<file path="config.mk">
export PLATFORM = sky130hd
export DESIGN_NAME = mips32_if_queue
export DESIGN_NICKNAME = d
export VERILOG_FILES = /design/src/rtl/mips32_if_queue.sv
export SDC_FILE = /design/constraint.sdc
export NUM_CORES = 1
export LEC_CHECK = 0
export CORE_ASPECT_RATIO = 0.5
export CORE_MARGIN = 1.5
export CORE_UTILIZATION = 30
export CTS_CLUSTER_SIZE = 20
export DETAILED_ROUTE_END_ITERATION = 6
export PLACE_DENSITY = 0.48
export SLEW_MARGIN = 20
export SYNTH_ARGS = -nofsm -noshare
export SYNTH_HDL_FRONTEND = slang
export SYNTH_SLANG_ARGS = --single-unit
</file>
<file path="constraint.sdc">
create_clock -name clk -period 16.5 [get_ports clk]
set_input_delay 4.125 -clock clk [delete_from_list [all_inputs] [get_ports clk]]
set_output_delay 4.125 -clock clk [all_outputs]
set_load 0.1 [all_outputs]
</file>
<file path="src/rtl/mips32_if_queue.sv">
// Instruction-fetch stage with prefetch FIFO feeding decode over valid/ready.
// Optional macro IFQ_BYPASS_EN: an empty queue forwards the returning word combinationally.
module mips32_if_queue #(
    parameter int                DEPTH    = 4,
    parameter int                ADDR_W   = 10,
    parameter logic [ADDR_W-1:0] RESET_PC = '0
) (
    input  logic              clk,
    input  logic              rst_n,
    output logic              imem_req,
    output logic [ADDR_W-1:0] imem_addr,
    input  logic [31:0]       imem_rdata,
    input  logic              redirect_valid,
    input  logic [ADDR_W-1:0] redirect_pc,
    output logic              id_valid,
    input  logic              id_ready,
    output logic [31:0]       id_instr,
    output logic [ADDR_W-1:0] id_pc
);

    localparam int               PTR_W   = (DEPTH > 1) ? $clog2(DEPTH) : 1;
    localparam int               CNT_W   = PTR_W + 1;
    localparam logic [CNT_W:0]   DEPTH_C = (CNT_W + 1)'(DEPTH);

    logic [ADDR_W-1:0] fpc;
    logic [ADDR_W-1:0] inf_pc;
    logic              inf_v;
    logic [CNT_W-1:0]  count;
    logic [PTR_W-1:0]  rd_ptr;
    logic [PTR_W-1:0]  wr_ptr;
    logic [31:0]       mem_instr [DEPTH];
    logic [ADDR_W-1:0] mem_pc    [DEPTH];

    logic [CNT_W:0]    occupancy;
    logic              issue;
    logic              resp;
    logic              head_valid;
    logic              push;
    logic              pop;

    // Credit counts the in-flight slot so a returning word always has room.
    assign occupancy  = {1'b0, count} + (CNT_W + 1)'(inf_v);
    assign issue      = rst_n & ~redirect_valid & (occupancy < DEPTH_C);
    assign imem_req   = issue;
    assign imem_addr  = fpc;
    assign resp       = inf_v & ~redirect_valid;
    assign head_valid = (count != '0);

    // Handshake: a word transfers on a cycle where id_valid && id_ready; the
    // producer holds id_instr/id_pc stable until then, except a redirect
    // cycle, which discards everything and never counts as a transfer.
    assign pop = head_valid & id_ready & ~redirect_valid;

`ifdef IFQ_BYPASS_EN
    logic bypass;
    assign bypass   = resp & ~head_valid;
    assign id_valid = head_valid | bypass;
    assign id_instr = bypass ? imem_rdata : mem_instr[rd_ptr];
    assign id_pc    = bypass ? inf_pc     : mem_pc[rd_ptr];
    assign push     = resp & ~(bypass & id_ready);
`else
    assign id_valid = head_valid;
    assign id_instr = mem_instr[rd_ptr];
    assign id_pc    = mem_pc[rd_ptr];
    assign push     = resp;
`endif

    always_ff @(posedge clk) begin
        if (!rst_n) begin
            fpc    <= RESET_PC;
            inf_pc <= RESET_PC;
            inf_v  <= 1'b0;
            count  <= '0;
            rd_ptr <= '0;
            wr_ptr <= '0;
            for (int i = 0; i < DEPTH; i++) begin
                mem_instr[i] <= '0;
                mem_pc[i]    <= '0;
            end
        end else if (redirect_valid) begin
            // Flush: drop queued words and the response arriving this cycle.
            fpc    <= redirect_pc;
            inf_v  <= 1'b0;
            count  <= '0;
            wr_ptr <= rd_ptr;
        end else begin
            inf_v <= issue;
            if (issue) begin
                inf_pc <= fpc;
                fpc    <= fpc + ADDR_W'(1);
            end
            if (push) begin
                mem_instr[wr_ptr] <= imem_rdata;
                mem_pc[wr_ptr]    <= inf_pc;
                wr_ptr            <= wr_ptr + PTR_W'(1);
            end
            if (pop) begin
                rd_ptr <= rd_ptr + PTR_W'(1);
            end
            count <= count + CNT_W'(push) - CNT_W'(pop);
        end
    end

endmodule

</file>
==> impl_metrics.yaml <==
clock_tree:
  cts_made_buffers: 17
  cts-root-buf: "clkbuf_16"
  postCtsHoldBufs: 0
  htreeDepth: 4
  cts_setup_buffers: 0
  cts_sinks: 198
  cts_resized: 0
  cts.clk_slew.worst_paths_ns: 0.07
  cts_tree: "yes"
  clock_latency_ns: 0.44
  cts_buffer_depth: 2
worst_setup_path:
  critPathMaxFanout: 45
  crit_path_start_kind: "input port"
  cp.arrival_ns: 6.50
  worst_setup_path_end_kind: "output pin"
  cpMostUsedCell: "clkdlybuf4s50_1"
  max_stage_delay_ns: 1.15
  cp_slowest_cell: "clkdlybuf4s50_1"
  cp_top_family: "buffers and inverters"
  crit_buf_inv: 3
  path_cells: "clkdlybuf4s50_1, buf_4, nand2b_1, nor2_1, clkdlybuf4s50_1"
  cp.required_ns: 12.38
  crit_type: "in2out"
floorplan:
  chipWidth_um: 243
  start_util_pct: 30.8
  floorplan.rows: 43
  num_io_pins: 100
  die_area_um2: 29900
  die_h_um: 123
  core_area_um2: 28000
drt:
  via_per_inst: 4.57
  wire_per_inst_um: 18.7
  drt-total-wl_um: 19800
  dr.pass1.iters: 4
  ant_nets: 0
  drt_first_iter_violations: 339
  drc_errors: 0
  num_vias: 4861
power:
  irDropWorstVdd_mv: 0.0520
  power.share.clock_pct: 38.7
  switching_share_pct: 25.2
  power_mw: 1.14
  pwr-share-seq_pct: 50.3
  p_int_uw: 853
  p_comb_share_pct: 11.0
  p_sw_uw: 288
  p_leak_nw: 3.77
  power_density_nw_per_um2: 107
logic_synthesis:
  synth_flop_cell: "edfxtp_1"
  synth_top_area_share_pct: 58.4
  synth_nets: 629
  synth_area_leader_cell: "edfxtp_1"
  synthTopCellsByCount: "and2_1 (173), edfxtp_1 (168), mux4_2 (42), dfxtp_1 (30), clkbuf_1 (28)"
  yosysWarnings: 0
  yosysMostFrequentCell: "and2_1"
  synth-seq-cells: 198
  yosys-top-cells-area: "edfxtp_1 (58%), and2_1 (13%), mux4_2 (11%), dfxtp_1 (6.9%), mux2i_1 (1.3%)"
  synth_edf_count: 168
  syn_area_um2: 8640
  ys_types: 42
  synthCells: 578
  yosysSeqAreaShare_pct: 65.3
  synthArstFlopShare_pct: 0
  synth_area_per_cell_um2: 15.0
placement:
  dpl-instance-area_um2: 10100
  gp_congestion: 0.725
  hpwl_um: 10800
  portBuffers: 99
grt:
  grt_max_degree: 46
  grt_pass1_vias: 5129
  antenna_found_initial: 0
  grt_pass1_wl_um: 30600
  grt_usage_pct: 14.0
  gr-total-overflow: 0
finish:
  fin_area_um2: 10700
  num-nets-final: 720
  multi_input_area_um2: 2870
  fillers: 2623
  drive_above_1_share_pct: 13.2
  seqCellArea_um2: 5650
  area_growth_pct: 23.6
  diodes: 0
timing:
  finClkSkew_ns: 0.0121
  holdWs_ns: 0.497
  slew_headroom_pct: 29.3
  drv_slew: 0
  finalSetupTns_ns: 0
  period_minus_slack_ns: 10.63
  fin_crit_sh_pct: 64.4
  max_freq_mhz: 94.1
  rsz0062_at_grt: "no"
  setup_viol: 0
  hold_violations: 0
  tightest_slew_ns: 1.06
worst_hold_path:
  hold_path_class: "reg2reg"
flow_run:
  cap_violations: 0
status:
  status: "completed"
power groups by stage:
stage / sequential [mW] / clock (mW) / combinational (mW)
global route: 0.577 / 0.474 / 0.133
global placement: 0.585 / 0 / 0.127
detailed placement: 0.585 / 0 / 0.128
floorplan: 0.595 / 0 / 0.0744
CTS: 0.574 / 0.454 / 0.128
finish: 0.574 / 0.441 / 0.126
routing by layer:
metal  up-vias  track usage [%]  wire (um)
li1       2308                -          -
met1      2456             18.6       9370
met2        83             22.9       9480
met3        14             4.17        836
met4         0             3.14        166
met5         -                0          0
cell families (layout without fill, tap and decap cells):
| kind of cell | after synthesis | in the layout | share of synthesized area [%] |
|---|---|---|---|
| buffers and inverters | 40 | 143 | 2.00 |
| adders and majority gates | 5 | 5 | 0.811 |
| muxes | 53 | 53 | 12.2 |
| DFF | 198 | 198 | 65.3 |
| and+or+nand+nor | 246 | 246 | 16.8 |
| AOI/OAI and AO/OA | 32 | 32 | 2.42 |
| xor gates and xnor gates | 4 | 4 | 0.405 |
final cells by class:
class | instances | area share (%)
repair buffers | 109 | 9.98
well taps | 382 | 4.47
multi-input cells | 340 | 26.9
clock inverters | 12 | 1.64
flip-flops and latches | 198 | 52.9
clock buffers | 19 | 4.05
inverters | 3 | 0.105
sequential cells by signal (all words and copies together), names as in the netlist, named ones only:
register / count
rd_ptr: 2
count: 3
inf_v: 1
imem_addr: 10
wr_ptr: 2
inf_pc: 10
mem_instr: 128
mem_pc: 40
final timing paths:
| check | from | end | slack, ns | cells past startpoint |
|---|---|---|---|---|
| max | rst_n | imem_req | 5.87 | 5 |
| min | inf_pc[1]$_SDFFE_PN0P_ | inf_pc[1]$_SDFFE_PN0P_ | 0.50 | 2 |
| max reg2reg | inf_v$_SDFF_PP0_ | mem_instr[1][29]$_SDFFCE_PN0P_ | 13.88 | 5 |
| min reg2reg | inf_pc[1]$_SDFFE_PN0P_ | inf_pc[1]$_SDFFE_PN0P_ | 0.50 | 2 |
through the flow:
step                      cells  utilization (%)  setup WS (ns)
after floorplan             578                -           6.72
after detailed placement   1032             35.9           5.87
after CTS                  1063             38.1           5.86
final                      1063             38.1           5.87
after global routing       1063             38.1           5.69
after global placement     1032             35.9           5.89
cells in the final DEF, fill, tap and decap left out, drive strengths merged, types with 2 or more instances in the layout:
cell,instances
and2,173
edfxtp,168
clkdlybuf4s50,99
mux4,42
dfxtp,30
nand2,27
clkbuf,19
o21ai,14
mux2i,11
nand3,10
buf,10
nor2,8
a31oi,6
inv,6
nand4,5
nand2b,5
or3,4
ha,4
bufinv,4
clkinv,4
nor3,3
and3,2
o211a,2
xor2,2
xnor2,2
nand3b,2
or4,2
o31ai,2
worst reg2reg max path, delay by kind of cell (launching register included):
kind	cells	cell delay [ns]
and+or+nand+nor	3	0.71
buffers and inverters	2	1.00
DFF	1	0.47
(Power assumes the default switching activity.)
